--- src/rtl/sqrt.sv ---
// Fully pipelined 32-bit unsigned integer square root: restoring digit-by-digit
// algorithm, one root bit per stage, result 16 clocks after the radicand is sampled.
module sqrt (
  input  logic        clk,
  input  logic        rst_n,
  input  logic [31:0] sqrt_a,
  output logic [31:0] sqrt_z
);

  localparam int unsigned STAGES = 16;

  logic [31:0] a_q;
  logic [17:0] rem_q  [STAGES-1];
  logic [17:0] rem_d  [STAGES-1];
  logic [15:0] root_q [STAGES];
  logic [15:0] root_d [STAGES];
  logic [31:0] rad_q  [STAGES-1];
  logic [31:0] rad_d  [STAGES-1];

  function automatic logic [17:0] shift_in(input logic [17:0] rem, input logic [1:0] pair);
    return (rem << 2) | {16'b0, pair};
  endfunction

  function automatic logic [17:0] trial_of(input logic [15:0] root);
    return {root, 2'b01};
  endfunction

  // The last stage only produces a root bit; its remainder and radicand are dropped.
  always_comb begin
    logic [17:0] rem_in;
    logic [15:0] root_in;
    logic [31:0] rad_in;
    logic [17:0] rem_sh;
    logic [17:0] trial;
    logic        fits;
    for (int unsigned i = 0; i < STAGES-1; i++) begin
      if (i == 0) begin
        rem_in  = '0;
        root_in = '0;
        rad_in  = a_q;
      end else begin
        rem_in  = rem_q[i-1];
        root_in = root_q[i-1];
        rad_in  = rad_q[i-1];
      end
      rem_sh    = shift_in(rem_in, rad_in[31:30]);
      trial     = trial_of(root_in);
      fits      = (rem_sh >= trial);
      rem_d[i]  = fits ? (rem_sh - trial) : rem_sh;
      root_d[i] = (root_in << 1) | {15'b0, fits};
      rad_d[i]  = rad_in << 2;
    end
    rem_sh = shift_in(rem_q[STAGES-2], rad_q[STAGES-2][31:30]);
    trial  = trial_of(root_q[STAGES-2]);
    fits   = (rem_sh >= trial);
    root_d[STAGES-1] = (root_q[STAGES-2] << 1) | {15'b0, fits};
  end

  always_ff @(posedge clk) begin
    if (!rst_n) begin
      a_q <= '0;
      for (int unsigned i = 0; i < STAGES-1; i++) begin
        rem_q[i] <= '0;
        rad_q[i] <= '0;
      end
      for (int unsigned i = 0; i < STAGES; i++) begin
        root_q[i] <= '0;
      end
    end else begin
      a_q <= sqrt_a;
      for (int unsigned i = 0; i < STAGES-1; i++) begin
        rem_q[i] <= rem_d[i];
        rad_q[i] <= rad_d[i];
      end
      for (int unsigned i = 0; i < STAGES; i++) begin
        root_q[i] <= root_d[i];
      end
    end
  end

  assign sqrt_z = {16'b0, root_q[STAGES-1]};

endmodule

--- config.mk ---
export PLATFORM = sky130hd
export DESIGN_NAME = sqrt
export DESIGN_NICKNAME = d
export VERILOG_FILES = /design/src/rtl/sqrt.sv
export SDC_FILE = /design/constraint.sdc
export NUM_CORES = 1
export LEC_CHECK = 0
export CORE_UTILIZATION = 29
export DETAILED_ROUTE_END_ITERATION = 8
export PLACE_DENSITY_LB_ADDON = 0.1
export SLEW_MARGIN = 20
export SYNTH_ARGS = -nofsm -noshare
export SYNTH_HDL_FRONTEND = slang
export SYNTH_SLANG_ARGS = --single-unit
--- constraint.sdc ---
create_clock -name clk -period 5.5 [get_ports clk]
set_input_delay 0.825 -clock clk [delete_from_list [all_inputs] [get_ports clk]]
set_output_delay 0.825 -clock clk [all_outputs]
set_load 0.05 [all_outputs]
==> results of run 1 <==
==> kinds of logic (layout without fill, tap and decap cells) <==
kind of cell / after synthesis / in the layout / share of synthesized area
compound gates: 380 / 380 / 0.102
xor+xnor: 123 / 123 / 0.0419
buf+inv: 306 / 381 / 0.0476
simple gates: 1035 / 1035 / 0.207
mux: 89 / 89 / 0.0348
other cells: 1 / 17 / 0.000146
fa+ha+maj: 152 / 152 / 0.0740
flops: 632 / 632 / 0.492
==> routing by layer <==
layer,up-vias,global-route usage,routed length (µm)
met5,-,0,0
met4,0,0.0476,1500
met3,105,0.0223,2630
met2,369,0.190,23900
met1,8354,0.166,27000
li1,9151,-,-
==> power by group through the flow <==
stage | Sequential [mW] | Clock (mW) | Combinational (mW)
after detailed placement | 5.78 | 0 | 6.29
after floorplan | 5.62 | 0 | 5.05
after global placement | 5.79 | 0 | 6.24
after global routing | 5.75 | 5.33 | 7.10
final | 5.67 | 4.92 | 6.34
after CTS | 5.69 | 5.13 | 6.33
==> synthesized netlist by cell type (4+ instances only) <==
master     number  area [µm²]
xnor2_1        92         806
nor2b_1        21         131
o21ai_0        64         320
inv_1         193         724
and3_1         11        68.8
nand2_1       102         383
o31ai_1        14         105
and2_1        287        1800
a211oi_1       35         263
nand4b_1        6        52.6
nand4_1        17         106
a31oi_1         9        56.3
o21a_1         36         270
a21boi_0        7        52.6
buf_4          17         128
clkbuf_1       83         312
nand2b_1       33         206
o41ai_1        11        96.3
mux2i_1        87         871
a211o_1         5        43.8
and4_1          4        35.0
dfxtp_1       632       12700
a2111oi_0      10        87.6
nand3b_1       12        90.1
or3_1          29         181
o311ai_0        5        43.8
ha_1          152        1900
nor3b_1         7        52.6
o211ai_1        7        52.6
a21o_1         26         195
o22ai_1         5        31.3
or4_1          13        97.6
nor2_1        375        1410
o31a_1          6        52.6
buf_2           9        45.0
xor2_1         31         272
nor3_1         36         180
nand3_1        36         180
a21oi_1        83         415
o21bai_1       11        82.6
o2111ai_1       6        52.6
nor4_1         26         163
o21ba_2         4        40.0
==> worst register-to-register path, stage by stage, from the launching register on <==
cell and delay, ns:
dfxtp_1 0.30, inv_1 0.05, ha_1 0.40, a2111oi_0 0.58, a211oi_1 0.16, a221oi_1 0.52
a21oi_1 0.24, and4b_1 0.26, a211oi_1 0.22, o21ai_0 0.12
==> worst paths after layout <==
kind | from | end | slack (ns)
max | root_q[1][84] | rem_q[1][123] | 2.54
min | root_q[1][18] | root_q[1][35] | 0.41
max reg2reg | root_q[1][84] | rem_q[1][123] | 2.54
min reg2reg | root_q[1][18] | root_q[1][35] | 0.41
==> area by class of cell <==
class                      instances  area, µm²
clock inverter                    15        282
multi-input combinational       1796      11900
sequential                       632      12700
tap                             1155       1450
inverter                         195        739
timing repair buffer              54        558
clock buffer                     117       2200
fill                            9114      57500
==> flip-flops by register name (all words and copies together), names as in the netlist <==
signal,count
rad_q,240
root_q,136
a_q,32
rem_q,224
==> metrics, run 1 <==
maximum vdd drop 0.212 mV; Required @ worst endpoint 6.01 ns; CP arrival 3.47 ns; Synth Flop Type dfxtp_1; Pwr Total 16.9 mW; WP depth 9; most frequent cells in the layout 632 x dfxtp_1, 375 x nor2_1, 287 x and2_1, 193 x inv_1, 152 x ha_1; leading cell type in the layout, fill and taps excluded dfxtp_1; final wirelength 55000 µm; Layout Cells excl Fill 3964; Final GP Congestion 0.855; Antenna Violating Nets Remaining 0; starting density of the core 0.294; Core ar. 87300 µm²; die span in y 300 µm; dpl ws 2.58 ns; RSZ-0062 raised after global routing no; Syn Area/Cell 9.46 µm²; placed cells 3832; ant diodes 0; Least-Margin Pin Slew 0.897 ns; status finished, final reports clean; first-pass GRT wire length 90500 µm; Post-CTS Setup Inserts 0; Setup CP Type reg2reg; initial antenna violation count 0; post-CTS resize count 0; Synth cell types 85; wire per inst 13.9 µm; fin crit period 2.96 ns; First DRT Iteration DRCs 1106; setup_tns 0 ns; worst r2r path cells 9; Flop pwr share 0.335; fin. max-slew vios 0; layout cell share with drive strength beyond 1 0.0509; Post-synth EDFFs 0; vias 18.0k; Clk pwr share 0.291; IO Port Bufs 49; switching power 5.95 mW; final worst slack 2.54 ns; total CTS buffers 75; Setup crit start kind register; critical path, cell by cell inv_1 -> ha_1 -> a2111oi_0 -> a211oi_1 -> a221oi_1 -> a21oi_1 -> and4b_1 -> a211oi_1 -> o21ai_0; clk_skew 0.0400 ns; Area growth, synth to finish 15.9%; FMAX 338 MHz; CTS tree built; final hold vios 0; CP Capture Type register; Via density 4.54; Placed Instance Area 27300 µm²; Yosys reg bits 632; clk slew on worst S/H paths 0.06 ns; Die Area 89800 µm²; row cnt 108; drt pass-1 iters 5; Nets 2940; Power Dens Cells 568 nW/µm²; Skew-Pair Late Insertion Delay 0.62 ns; leakage power 12.3 nW; combinational share of power 0.374; CP bufs+invs 1; CTS root buf clkbuf_16; synth warn 0; Seq/Total Area, Yosys 0.492; CP max stage cell a2111oi_0; worst-path fanout max 9; Design Area, Final 29800 µm²; Tcrit/Tclk final 0.538; Remaining Overflow, GRT 0; Hold Crit Class reg2reg; mapped cell area 25700 µm²; Gate Count Post-Synth 2718; Net Sw Frac 0.351; delay-heaviest family, CP compound AO/OA/AOI/OAI gates; CTS H-Tree Depth 3; hold path cells 2; Final setup viols 0; vias in the first global route 17.8k; slew margin rel. 0.402; Tot GR Track Use 0.122; Num Clock Sinks 632; placed wire-length estimate 38700 µm; CP dominant cell by count a211oi_1; clk buf depth 3; Pint 11.0 mW; end-of-flow core utilization 0.341; cts hold-fix bufs 0; chip width 300 µm; largest net degree at the start of global routing 289; Residual DRC 0; Max-Cap Viols 0; CP peak stage delay 0.58 ns; hold_ws 0.415 ns; FFs w/ async S/R, synth 0; Boundary Pins 66
Power figures use the tool's default switching activity.
==> run 2: changes to the inputs <==
clock period = 2.69 ns   (was 5.5 ns; I/O delays follow)
==> metrics, run 2 (synthesis results as in run 1) <==
worst-path fanout max 4; Pint 23.3 mW; wire per inst 13.8 µm; cts hold-fix bufs 0; final wirelength 55600 µm; slew margin rel. 0.442; total CTS buffers 73; First DRT Iteration DRCs 742; placed wire-length estimate 40400 µm; Hold Crit Class in2reg; vias 18.0k; initial antenna violation count 0; maximum vdd drop 0.607 mV; Tot GR Track Use 0.125; Die Area 89800 µm²; Tcrit/Tclk final 0.947; hold_ws 0.187 ns; row cnt 108; ant diodes 0; Boundary Pins 66; CP arrival 3.05 ns; fin crit period 2.55 ns; clk buf depth 3; Num Clock Sinks 632; leakage power 12.7 nW; Storage cell area 12700 µm²; Setup crit start kind register; CTS tree built; Antenna Violating Nets Remaining 0; CTS root buf clkbuf_16; Final GP Congestion 0.845; Net Sw Frac 0.347; Core ar. 87300 µm²; starting density of the core 0.294; status finished, final reports clean; vias in the first global route 18.4k; Power Dens Cells 1170 nW/µm²; Layout fillers 9006; chip width 300 µm; FMAX 393 MHz; Least-Margin Pin Slew 0.828 ns; Area growth, synth to finish 18.7%; Via density 4.46; fin. max-slew vios 0; Remaining Overflow, GRT 0; CP Capture Type register; Required @ worst endpoint 3.19 ns; clk_skew 0.0277 ns; Flop pwr share 0.325; layout cell share with drive strength beyond 1 0.0780; CTS H-Tree Depth 3; Residual DRC 0; final hold vios 0; die span in y 300 µm; combinational share of power 0.384; Most flops, register rad_q; Skew-Pair Late Insertion Delay 0.62 ns; multi-input logic area 12000 µm²; clk slew on worst S/H paths 0.06 ns; largest net degree at the start of global routing 181; Nets 2997; Setup CP Type reg2reg; drt pass-1 iters 5; switching power 12.4 mW; first-pass GRT wire length 92600 µm; Clk pwr share 0.291; Max-Cap Viols 0; largest registers rad_q x240, rem_q x224, root_q x136; most frequent cells in the layout 632 x dfxtp_1, 375 x nor2_1, 287 x and2_1, 193 x inv_1, 150 x ha_1; leading cell type in the layout, fill and taps excluded dfxtp_1; IO Port Bufs 49; Final setup viols 0; max FFs per register 240; setup_tns 0 ns
## run 2: changes by cell type in the layout (fill, tap and decap cells not counted), sizes merged
cell and change:
buf +59, clkbuf -14, clkinvlp +4, bufinv +5, inv -1, clkinv +8
## run 2: layout make-up
type                       count  area share
multi-input combinational   1796       0.393
inverter                     195      0.0242
sequential                   632       0.415
timing repair buffer         113      0.0354
clock buffer                 103      0.0682
tap                         1155      0.0474
clock inverter                31      0.0171
## run 2: through the flow
step	utilization	worst slack [ns]	total power, mW	instance area (µm²)	instances
final	0.350	0.143	35.7	30500	4025
after floorplan	-	0.255	21.8	25800	2734
after global placement	0.318	-0.00416	25.1	27800	3890
after global routing	0.350	-0.0185	38.3	30500	4025
after detailed placement	0.318	-0.0264	25.3	27800	3890
after CTS	0.348	0.00825	36.0	30400	4024
## run 2: final timing paths
path | startpoint | endpoint | slack, ns | cells past startpoint
min | rst_n | rem_q[1][69] | 0.19 | 3
max reg2reg | root_q[1][84] | rem_q[1][123] | 0.14 | 10
max | root_q[1][84] | rem_q[1][123] | 0.14 | 10
min reg2reg | rad_q[0][177] | rad_q[0][209] | 0.42 | 1
## run 2: power by group through the flow
stage               logic (mW)  clock network (mW)  registers, mW
floorplan                 10.3                   0           11.5
global placement          13.3                   0           11.8
detailed placement        13.4                   0           11.8
CTS                       13.5                10.8           11.6
finish                    13.7                10.4           11.6
global route              15.3                11.2           11.8
## run 2: repair_timing
item | in CTS | in global routing
cloned | 0 | 0
resized for setup | 2 | 18
endpoints found under the setup margin | 2 | 23
buffers inserted | 0 | 1
pin swaps | 0 | 1
## run 2: critical path, cell delays in order, from the launching register on
cell and delay (ns):
dfxtp_1 0.30, inv_1 0.06, ha_1 0.37, a2111oi_2 0.37
o21ai_2 0.15, a221oi_1 0.29, buf_4 0.18, a21oi_1 0.13
and4b_1 0.25, a211oi_1 0.23, o21ai_0 0.12
## run 2: routing by layer
metal,GRT usage,vias to the layer above,part of all wire,wire length [µm]
li1,-,9264,-,-
met1,0.159,8321,0.47,26100
met2,0.211,264,0.47,26100
met3,0.0231,111,0.035,1930
met4,0.0424,0,0.027,1490
met5,0,-,0,0
